## src/rtl/ins_queue.sv

```systemverilog
// In-order {PC, instruction} queue between fetch and decode.
// Back-pressures fetch through in_ready and discards all entries on a taken-branch flush.
module ins_queue #(
    parameter int              DEPTH = 4,
    parameter int              XLEN  = 32,
    parameter logic [XLEN-1:0] NOP   = XLEN'(32'h00000013)
) (
    input  logic                     clk,
    input  logic                     rst,
    input  logic                     flush,
    input  logic                     in_valid,
    input  logic [XLEN-1:0]          in_pc,
    input  logic [XLEN-1:0]          in_ins,
    output logic                     in_ready,
    output logic                     out_valid,
    output logic [XLEN-1:0]          out_pc,
    output logic [XLEN-1:0]          out_ins,
    input  logic                     out_ready,
    output logic [$clog2(DEPTH):0]   count
);

    localparam int AW = $clog2(DEPTH);
    localparam int CW = AW + 1;
    localparam logic [CW-1:0] FULL = CW'(DEPTH);

    logic [XLEN-1:0] mem_pc  [DEPTH];
    logic [XLEN-1:0] mem_ins [DEPTH];
    logic [AW-1:0]   wr_ptr;
    logic [AW-1:0]   rd_ptr;
    logic            push;
    logic            pop;

    // Valid/ready: a transfer happens on a rising edge where valid & ready are both 1
    // and flush is 0; in_ready depends on count only, so a full queue refuses a push
    // even while it pops, and an empty queue never forwards in_* straight to out_*.
    assign in_ready  = (count != FULL);
    assign out_valid = (count != '0);
    assign push      = in_valid & in_ready & ~flush;
    assign pop       = out_valid & out_ready & ~flush;

    assign out_pc  = out_valid ? mem_pc[rd_ptr]  : '0;
    assign out_ins = out_valid ? mem_ins[rd_ptr] : NOP;

    always_ff @(posedge clk) begin
        if (rst) begin
            wr_ptr <= '0;
            rd_ptr <= '0;
            count  <= '0;
            for (int i = 0; i < DEPTH; i++) begin
                mem_pc[i]  <= '0;
                mem_ins[i] <= '0;
            end
        end else if (flush) begin
            // Storage is left as-is; only the bookkeeping is cleared.
            wr_ptr <= '0;
            rd_ptr <= '0;
            count  <= '0;
        end else begin
            if (push) begin
                mem_pc[wr_ptr]  <= in_pc;
                mem_ins[wr_ptr] <= in_ins;
                wr_ptr          <= wr_ptr + 1'b1;
            end
            if (pop) begin
                rd_ptr <= rd_ptr + 1'b1;
            end
            case ({push, pop})
                2'b10:   count <= count + 1'b1;
                2'b01:   count <= count - 1'b1;
                default: count <= count;
            endcase
        end
    end

endmodule

```

## config.mk

```make
export PLATFORM = sky130hd
export DESIGN_NAME = ins_queue
export DESIGN_NICKNAME = d
export VERILOG_FILES = /design/src/rtl/ins_queue.sv
export SDC_FILE = /design/constraint.sdc
export NUM_CORES = 1
export LEC_CHECK = 0
export BUFFER_PORTS_ARGS = -buffer_cell sky130_fd_sc_hd__clkbuf_2
export CORE_UTILIZATION = 61
export CTS_BUF_LIST = sky130_fd_sc_hd__clkbuf_2
export DETAILED_ROUTE_END_ITERATION = 6
export MAX_ROUTING_LAYER = met4
export PLACE_DENSITY = 0.95
export SLEW_MARGIN = 10
export SYNTH_ARGS = -nofsm -noshare
export SYNTH_HDL_FRONTEND = slang
export SYNTH_SLANG_ARGS = --single-unit
export TNS_END_PERCENT = 30
```

## constraint.sdc

```tcl
create_clock -name clk -period 5.4 [get_ports clk]
set_input_delay 0.54 -clock clk [delete_from_list [all_inputs] [get_ports clk]]
set_output_delay 0.54 -clock clk [all_outputs]
set_load 0.01 [all_outputs]
```

# Word level (Yosys, flattened, before mapping)
# Memory sizes are Yosys's and may differ from the RTL's. A register that Yosys moved wholly into a read port is not among the register bits.
# Cells that the tools add are included.
[word_totals]
regBits = 7
ram_bits = 256
input_bits = 69
out_inout_bits = 69
word_cells = 41
n_memories = 2
[op_classes]
addsub = 4
n_eq_ne = 3
mux = 19
n_bitwise = 5
n_reduce_logical = 5
[memory_table]
columns = ["name", "words", "width", "read_ports", "rd_ports_with_merged_regs", "wr", "line", "source"]
rows = [
  ["mem_ins", 4, 32, 1, 1, 4, "27", "logic [XLEN-1:0] mem_ins [DEPTH];"],
  ["mem_pc", 4, 32, 1, 1, 4, "26", "logic [XLEN-1:0] mem_pc [DEPTH];"],
]
[op_table]
columns = ["cell", "n"]
rows = [
  ["32-bit 2-to-1 mux", 4],
  ["32-bit OR reduction", 2],
  ["2-bit 2-to-1 mux", 6],
  ["1-bit 2-to-1 mux", 8],
  ["3-bit one-hot mux with 2 select lines", 1],
  ["2-bit by 1-bit adder with 2-bit output, second input constant", 2],
  ["1-bit bitwise AND", 4],
  ["3-bit by 1-bit adder with 3-bit output, second input constant", 1],
  ["3-bit inequality test, second input constant", 1],
  ["3-bit nonzero test", 1],
  ["3-bit by 1-bit subtractor with 3-bit output, second input constant", 1],
  ["2-bit by 1-bit equality test with 1-bit output, second input constant", 1],
  ["2-bit equality test, second input constant", 1],
  ["2-bit nonzero test", 1],
  ["2-bit OR reduction", 1],
  ["1-bit NOT", 1],
]

# Logic depth before layout (Yosys ltp)
# Gate-level depths: netlist (run 1).
[logic_depth]
word_depth = 9
depth_mapped = 8
ltp_nobuf = 8

# Worst setup path before layout (run 1)
# Ideal clock, no wire load.
[synth_path]
path_type = "register -> register"
start = "register count[0]"
end = "memory mem_ins[2][0] (enable)"
setup_ps = 499
t_arrival_ps = 3988
required_time_ps = 4901
setup_slack_ps = 913
path_stages_with_launch = 4
n_path_buf = 0
synth_period_minus_slack_ps = 4487
path_cell_list = "dfxtp_1 > nor3b_4 > or3_1 > o21bai_1"
[synth_rtl]
columns = ["element", "line", "source"]
rows = [
  ["start, declared", "19", "output logic [$clog2(DEPTH):0] count"],
  ["start signal, assigned", "68", "2'b10: count <= count + 1'b1;"],
  ["start signal, assigned", "69", "2'b01: count <= count - 1'b1;"],
  ["start signal, assigned", "70", "default: count <= count;"],
  ["end, declared", "27", ""],
]

==> run summary, run 1 <==
The flow ran to the end, and the final reports show no timing, DRC or antenna violations. In the finished design, the share of the clock period the worst path needs comes to 0.6951. The worst hold path terminates at mem_pc[3][26]. The launch instance of the worst min-delay path is in_pc[26]. For the worst setup path, the data required time is 4.86 ns. The worst setup path is captured at an output pin. Counting every instance in the synthesized netlist gives ~750. The number of sinks driven by the clock tree is between 200 and 300. The routability congestion estimate is approximately 0.81.

The max-slew violation count came out at 0. The total standard cell area after synthesis is ~12000 sq um. The global-route wire length before repair came out at 37.26 mm.

In this run the clock root is driven by a sky130_fd_sc_hd__clkbuf_2. STA classifies the critical path startpoint as a flop. The maximum clock insertion buffer count is 3.

The largest fanout on the critical path is 49. The total area inside the core boundary comes to 18890 sq um. The final net count is 997. The worst clock skew is about 0.044 ns. For this design the ratio of total power to cell area is 283.6 nW/um^2.

The count of final hold-check violations came out at 0. The initial antenna violation count is 2. Setup slack closes at 1.646 ns. The clock tree synthesis step divided the H-tree into 3 levels. When the netlist entered floorplanning its net count stood at roughly 820.

The global-route total usage across every layer came out at 0.2597. The clock latency reported for the late side of the worst-skew pair is approximately 0.8 ns. The minimum period implied by the final worst setup slack came out at 3.754 ns. The DRC violation total after the first TritonRoute iteration came out at ~510.

The detail route stage leaves a number of antenna-violating nets equal to 0. Timing analysis after detailed placement gives a worst setup slack of 2.135 ns. The worst register-to-register path begins at wr_ptr[1]. The area taken by flip-flops and latches came out at ~7900 sq um. The count of maximum capacitance violations is 0. The TritonCTS clock tree is yes. For this configuration, the core starts out at a cell density of 0.6295. The relative slew slack came out at 0.3018. The share of final-layout standard cells stronger than drive strength 1 came out at 0.3340.

Along the worst hold path, the cell count comes to 2. Setup repair after global routing left no endpoint under its margin. The largest net degree at the start of global routing came out at 66. After floorplanning, the core was divided into 50 placement rows.

The wire length reported by the detailed router came out at between 20 and 25 mm. The number of global-route vias before repair is 7179. For the pin with the worst max-slew slack, the measured transition is between 1 and 1.5 ns. The mean post-synth cell area came out at 15.96 sq um. The count of boundary I/O pins came out at about 140. The maximum clock rate came out at between 200 and 300 MHz.

The critical setup path kind is flop to output pin. The combined area of the multi-input logic cells is between 3000 and 4000 sq um. The number of cells on the worst reg-to-reg path is 4. The clock transition time at the flip-flop clock pins of the worst setup and hold paths is about 0.10 ns.

The fill cell instance count of the final layout came out at between 1k and 1.5k. The library cell used most frequently in the layout, excluding fill and tap cells, is sky130_fd_sc_hd__and2_1. In the layout the commonest cells are 317 x sky130_fd_sc_hd__and2_1, 256 x sky130_fd_sc_hd__edfxtp_1, 232 x sky130_fd_sc_hd__clkbuf_2, 64 x sky130_fd_sc_hd__mux4_2, 14 x sky130_fd_sc_hd__dlygate4sd3_1. The distinct cell type count of the synthesized netlist is 32.

The via total after detailed routing is between 6k and 7k. Relative to the synthesized area, the layout overhead comes to 12.81%. In the final routed layout, each cell accounts on average for around 20 microns.

The global route total overflow is 0. The count of state elements after synthesis is about 270. The portion of the post-synthesis area used by sequential elements came out at 0.6615. The detailed-placement wirelength estimate came out at 13.38 mm. Measured along the x axis, the die boundary spans approximately 140 microns. The internal reg-to-reg setup slack is 2.37 ns.

The quantity of I/O buffers inserted on ports came out at roughly 140. The detailed-routing iteration count for the pre-antenna-repair pass is 4. The worst register-to-register path ends at mem_ins[0][14]. Across the VDD grid, the largest voltage drop is ~0.23 mV. The arrival time of data at the critical path endpoint is 3.21 ns. Setup total negative slack on the finished layout was measured at 0 ns. The floorplan die height is between 100 and 150 microns.

The total of warnings raised by yosys is 0. The number of gates resized after cts is 0. The classification of the worst-slack hold path is input port to flop. The analysis attributes to cell leakage a power of between 5 and 6 nW.

The area of the die came out at about 20000 sq um. Setup violations remaining at the end of the flow were counted as 0. The number of vias per cell after detailed routing is roughly 5.5. After detailed routing, the number of remaining DRC violations is 0. The number of buffers added by the clock tree synthesis step came out at between 60 and 70.
==> metrics by stage <==
stage | utilization | power [W] | cells | area (sq um) | hold slack, ns
6_report | 0.7101 | 0.003805 | 1223 | 13420 | 0.06440
4_1_cts | 0.7099 | 0.003836 | 1221 | 13410 | 0.0001060
3_5_place_dp | 0.6755 | 0.002649 | 1103 | 12760 | 0.4748
3_3_place_gp | 0.6755 | 0.002633 | 1103 | 12760 | 0.4670
2_1_floorplan | - | 0.002545 | 745 | 11890 | 0.4591
5_1_grt | 0.7101 | 0.003959 | 1223 | 13420 | 0.008873
==> metal layers <==
layer  track usage  up-vias  wire length [microns]
met5             -        -                      0
met4        0.1036        0                    513
met3       0.05366       46                   1401
met2        0.4444      244                  12810
met1        0.3021     3368                   9145
li1              -     3096                      -
==> layout make-up <==
| class | instances | share of cell area |
|---|---|---|
| Tap cell | 260 | 0.02425 |
| Inverter | 6 | 0.001679 |
| Timing Repair Buffer | 159 | 0.06603 |
| Sequential cell | 265 | 0.5870 |
| Clock inverter | 9 | 0.002518 |
| Antenna cell | 2 | 0.0003730 |
| Clock buffer | 95 | 0.03544 |
| Multi-Input combinational cell | 427 | 0.2828 |
==> timing repair <==
item                       CTS  global route
hold endpoints to repair    33             0
hold buffers                14             0
setup buffers                0             0
setup endpoints to repair    0             0
==> synth_stat cells <==
| cell type | number | share of area |
|---|---|---|
| sky130_fd_sc_hd__and2_1 | 317 | 0.17 |
| sky130_fd_sc_hd__edfxtp_1 | 256 | 0.65 |
| sky130_fd_sc_hd__mux4_2 | 64 | 0.12 |
| sky130_fd_sc_hd__clkbuf_1 | 22 | 0.0069 |
| sky130_fd_sc_hd__clkbuf_2 | 10 | 0.0042 |
| sky130_fd_sc_hd__dfxtp_1 | 9 | 0.015 |
| sky130_fd_sc_hd__buf_2 | 8 | 0.0034 |
| sky130_fd_sc_hd__nor2_1 | 7 | 0.0022 |
| sky130_fd_sc_hd__buf_6 | 6 | 0.0057 |
| sky130_fd_sc_hd__inv_1 | 6 | 0.0019 |
| sky130_fd_sc_hd__or2_2 | 5 | 0.0026 |
| sky130_fd_sc_hd__a21oi_1 | 4 | 0.0017 |
| sky130_fd_sc_hd__or3_1 | 4 | 0.0021 |
| sky130_fd_sc_hd__nand2_1 | 3 | 0.00095 |
| sky130_fd_sc_hd__o21ai_0 | 3 | 0.0013 |
| sky130_fd_sc_hd__xor2_1 | 3 | 0.0022 |
| sky130_fd_sc_hd__nand2b_1 | 2 | 0.0011 |
| sky130_fd_sc_hd__o21bai_1 | 2 | 0.0013 |
| sky130_fd_sc_hd__buf_4 | 1 | 0.00063 |
| sky130_fd_sc_hd__fa_1 | 1 | 0.0017 |
| sky130_fd_sc_hd__ha_1 | 1 | 0.0011 |
| sky130_fd_sc_hd__nor2_2 | 1 | 0.00053 |
| sky130_fd_sc_hd__nor3_1 | 1 | 0.00042 |
| sky130_fd_sc_hd__nor3_2 | 1 | 0.00084 |
| sky130_fd_sc_hd__nor3_4 | 1 | 0.0014 |
| sky130_fd_sc_hd__nor3b_4 | 1 | 0.0016 |
| sky130_fd_sc_hd__nor4_4 | 1 | 0.0018 |
| sky130_fd_sc_hd__o211ai_1 | 1 | 0.00063 |
| sky130_fd_sc_hd__o31ai_1 | 1 | 0.00063 |
| sky130_fd_sc_hd__or2_1 | 1 | 0.00053 |
| sky130_fd_sc_hd__or3b_1 | 1 | 0.00074 |
| sky130_fd_sc_hd__or4_1 | 1 | 0.00063 |
==> worst max-delay path, stage by stage, from the launching register on <==
cell and delay [ns]:
sky130_fd_sc_hd__dfxtp_4 1.04, sky130_fd_sc_hd__buf_4 0.47, sky130_fd_sc_hd__mux4_2 0.56, sky130_fd_sc_hd__and2_1 0.19, sky130_fd_sc_hd__clkbuf_2 0.13
==> power by group <==
part / switching [W] / leakage, nW / internal [W]
Combinational: 0.000133 / 2.08 / 0.000102
Clock: 0.000738 / 0.414 / 0.000460
Sequential: 0.0000291 / 2.73 / 0.00234
Total: 0.000900 / 5.22 / 0.00291
==> sequential cells by signal, indices dropped and copies added (netlist names), named ones only <==
signal and flops:
wr_ptr 2, mem_pc 128, mem_ins 128, count 3
rd_ptr 2
==> cell families (layout without fill, tap and decap cells) <==
kind of cell / Yosys count / in the layout / share of synthesized area
compound gates: 11 / 11 / 0.005471
xor+xnor: 3 / 3 / 0.002210
fa+ha+maj: 2 / 2 / 0.002735
buf+inv: 53 / 269 / 0.02272
flops: 265 / 265 / 0.6615
mux: 64 / 64 / 0.1212
other cells: 0 / 2 / 0
simple gates: 347 / 347 / 0.1841
==> worst max path at each step <==
stage | endpoint | cells past startpoint
global route | out_pc[3] | 4
CTS | out_pc[3] | 4
global placement | mem_ins[0][24] | 5
finish | out_pc[3] | 4
detailed placement | mem_ins[0][13] | 5
floorplan | mem_ins[2][0] | 3
Power figures use the tool's default switching activity.
==> inputs of run 2 (changes only) <==
==> constraint.sdc (replaced) <==
create_clock -name clk -period 3.8 [get_ports clk]
set_input_delay 0.38 -clock clk [delete_from_list [all_inputs] [get_ports clk]]
set_output_delay 0.38 -clock clk [all_outputs]
set_load 0.01 [all_outputs]
==> run 2 against run 1 <==
Net effect:
- first-iteration DRC count down 8.5%
- via count up 6.6%
- global-route usage up 2.1 points
- clock power up 48%
- sequential power up 42%
- setup slack worse by 1.1 ns
- final cell count up 5.5%
- critical endpoint is now out_ins[3]
==> run summary, run 2 (same netlist as run 1, synthesis figures left out) <==
The starting density of the core came out at 0.6295 (unchanged). The post-CTS setup buffer count is 0 (unchanged). The max-slew violation count is 0 (unchanged). The worst IR drop on VDD is 0.2696 mV (was 0.2273 mV). The share of final-layout standard cells stronger than drive strength 1 came to 0.3139 (was 0.3340).

The number of routed nets with antenna violations is 0 (unchanged). The initial antenna violation count came out at 1 (was 2). The number of sinks driven by the clock tree came out at 265 (unchanged).

The combined area of the multi-input logic cells is 3794 sq um (unchanged). The area taken by flip-flops and latches is 7875 sq um (unchanged). The number of global-route vias before repair came out at 7761 (was 7179). The detailed-placement wirelength estimate came out at 13.87 mm (was 13.38 mm). The kind of launch point of the worst setup path is a flop (unchanged). The static power due to leakage is 5.487 nW (was 5.222 nW). The count of maximum capacitance violations came out at 0 (unchanged). The critical setup path kind was flop to output pin (unchanged).

The die boundary width is 141.6 microns (unchanged). The arrival time of data at the critical path endpoint is 2.87 ns (was 3.21 ns). The clock latency reported for the late side of the worst-skew pair was 0.79 ns (was 0.80 ns). The global route total overflow is 0 (unchanged).

The commonest non-fill, non-tap cell in the layout is sky130_fd_sc_hd__and2_1 (unchanged). The classification of the worst-slack hold path is input port to flop (unchanged). The power density over the cells came to 393.9 nW/um^2 (was 283.6 nW/um^2). The area of the die is 20060 sq um (unchanged). The transition time at the pin with the least slew margin is 1.070 ns (was 1.047 ns). Run status: complete, no violations (unchanged). The count of boundary I/O pins is 138 (unchanged). The internal reg-to-reg setup slack is 1.05 ns (was 2.37 ns). The global-route total usage across every layer came out at 0.2804 (was 0.2597). The fill cell instance count of the final layout came out at 1172 (was 1266). The final standard cell count with taps included and fillers excluded came out at 1290 (was 1223). The largest net degree at the start of global routing came out at 66 (unchanged).

The number of standard-cell rows in the floorplan came to 50 (unchanged). The DRC violation total after the first TritonRoute iteration is 464 (was 507). Dividing the final minimum period by the clock period gives 0.8546. The count of final hold-check violations was 0 (unchanged). The maximum level of the CTS H-tree came out at 3 (unchanged). The detailed-routing iteration count for the pre-antenna-repair pass came out at 5 (was 4). The maximum clock insertion buffer count came out at 3 (unchanged).

The routability congestion estimate came out at 0.8190 (was 0.8100). The via total after detailed routing came out at 7199 (was 6754). Largest regs: mem_ins x128, mem_pc x128, count x3 (unchanged). The post-detailed-route wirelength per cell is 20.27 microns (was 19.52 microns). The DRC violation count after routing came out at 0 (unchanged). Crit-path cells: buf_4 -> mux4_2 -> and2_1 -> clkbuf_2 (unchanged). The final net count is 1053 (was 997). The final count of negative-setup-slack endpoints came out at 0 (unchanged).

The number of buffers added by the clock tree synthesis step is 67 (unchanged). RSZ-0062 raised after global routing: no (unchanged). Commonest cells after routing, fill and taps aside: 317 x sky130_fd_sc_hd__and2_1, 256 x sky130_fd_sc_hd__edfxtp_1, 232 x sky130_fd_sc_hd__clkbuf_2, 68 x sky130_fd_sc_hd__dlygate4sd3_1, 64 x sky130_fd_sc_hd__mux4_2 (was 317 x sky130_fd_sc_hd__and2_1, 256 x sky130_fd_sc_hd__edfxtp_1, 232 x sky130_fd_sc_hd__clkbuf_2, 64 x sky130_fd_sc_hd__mux4_2, 14 x sky130_fd_sc_hd__dlygate4sd3_1). The number of cells in the design after placement is 1105 (was 1103). The TritonCTS clock tree is yes (unchanged). The area added between synthesis and finish is 18.17% (was 12.81%).

The number of vias per cell after detailed routing is 5.581 (was 5.522). The largest fanout on the critical path is 36 (was 49). The delay of the slowest cell on the worst path came out at 0.86 ns (was 1.04 ns).

The sort of element at the end of the critical path is an output pin (unchanged). The global-route wire length before repair is 40.08 mm (was 37.26 mm). The clock transition time at the flip-flop clock pins of the worst setup and hold paths came out at 0.09 ns (was 0.10 ns). The worst clock skew is 0.04320 ns (was 0.04378 ns). The routed design could run at a clock period as short as 3.247 ns. The wire length reported by the detailed router is 26.15 mm (was 23.87 mm). Timing would allow up to between 300 and 400 MHz. The critical path's slowest cell is sky130_fd_sc_hd__dfxtp_4 (unchanged). The core occupancy in the finished layout was 0.7438 (was 0.7101). The cell at the root of the clock tree is sky130_fd_sc_hd__clkbuf_2 (unchanged). The total core area is 18890 sq um (unchanged). The floorplan die height came out at 141.6 microns (unchanged). The quantity of I/O buffers inserted on ports is 137 (unchanged). The relative slew slack was 0.2857 (was 0.3018). The worst endpoint required time came out at 3.42 ns (was 4.86 ns).
==> run 2: worst max-delay path: cells and delay by family, from the launching register on <==
family | cells | cell delay [ns]
flip-flops | 1 | 0.86
multiplexers | 1 | 0.54
buffers and inverters | 2 | 0.52
AND/OR/NAND/NOR | 1 | 0.19
==> run 2: area by class of cell <==
type / count / share of cell area
Multi-Input combinational cell: 427 / 0.2699
Clock inverter: 21 / 0.005698
Timing Repair Buffer: 215 / 0.1052
Clock buffer: 95 / 0.03383
Inverter: 6 / 0.001603
Tap cell: 260 / 0.02315
Sequential cell: 265 / 0.5604
Antenna cell: 1 / 0.0001781
==> run 2: timing repair <==
action | in CTS | in global routing
resized for setup | 0 | 0
hold buffers | 68 | 0
endpoints found under the hold margin | 260 | 0
==> run 2: worst paths after layout <==
path | from | to | cells after the start
setup reg to reg | count[2] | count[2] | 8
setup / recovery | flop | out_ins[3] | 4
hold reg to reg | rd_ptr[1] | flop | 2
hold / removal | in_valid | wr_ptr[0] | 4
==> run 2: routing by layer <==
layer,vias to the layer above,part of all wire,GRT usage
met5,-,0,-
met4,0,0.026,0.1126
met3,55,0.067,0.06176
met2,310,0.54,0.4866
met1,3610,0.37,0.3165
li1,3224,-,-
==> run 2: where the power goes <==
part | total, W | leakage, nW | switching (W) | internal, W
logic | 0.000394 | 2.33 | 0.000208 | 0.000186
registers | 0.00337 | 2.73 | 0.0000411 | 0.00333
clock network | 0.00177 | 0.433 | 0.00110 | 0.000669
total | 0.00554 | 5.49 | 0.00135 | 0.00418
==> run 2: metrics by stage <==
stage	power, W	setup slack (ns)	setup TNS [ns]	area [sq um]	hold WS (ns)
6_report	0.005536	0.5527	0	14050	0.1019
5_1_grt	0.005741	0.2978	0	14050	0.07047
4_1_cts	0.005540	0.4247	0	14050	0.03401
3_5_place_dp	0.003768	1.113	0	12810	0.4876
3_3_place_gp	0.003748	1.277	0	12810	0.4639
2_1_floorplan	0.003616	-0.6870	-87.92	11890	0.4591
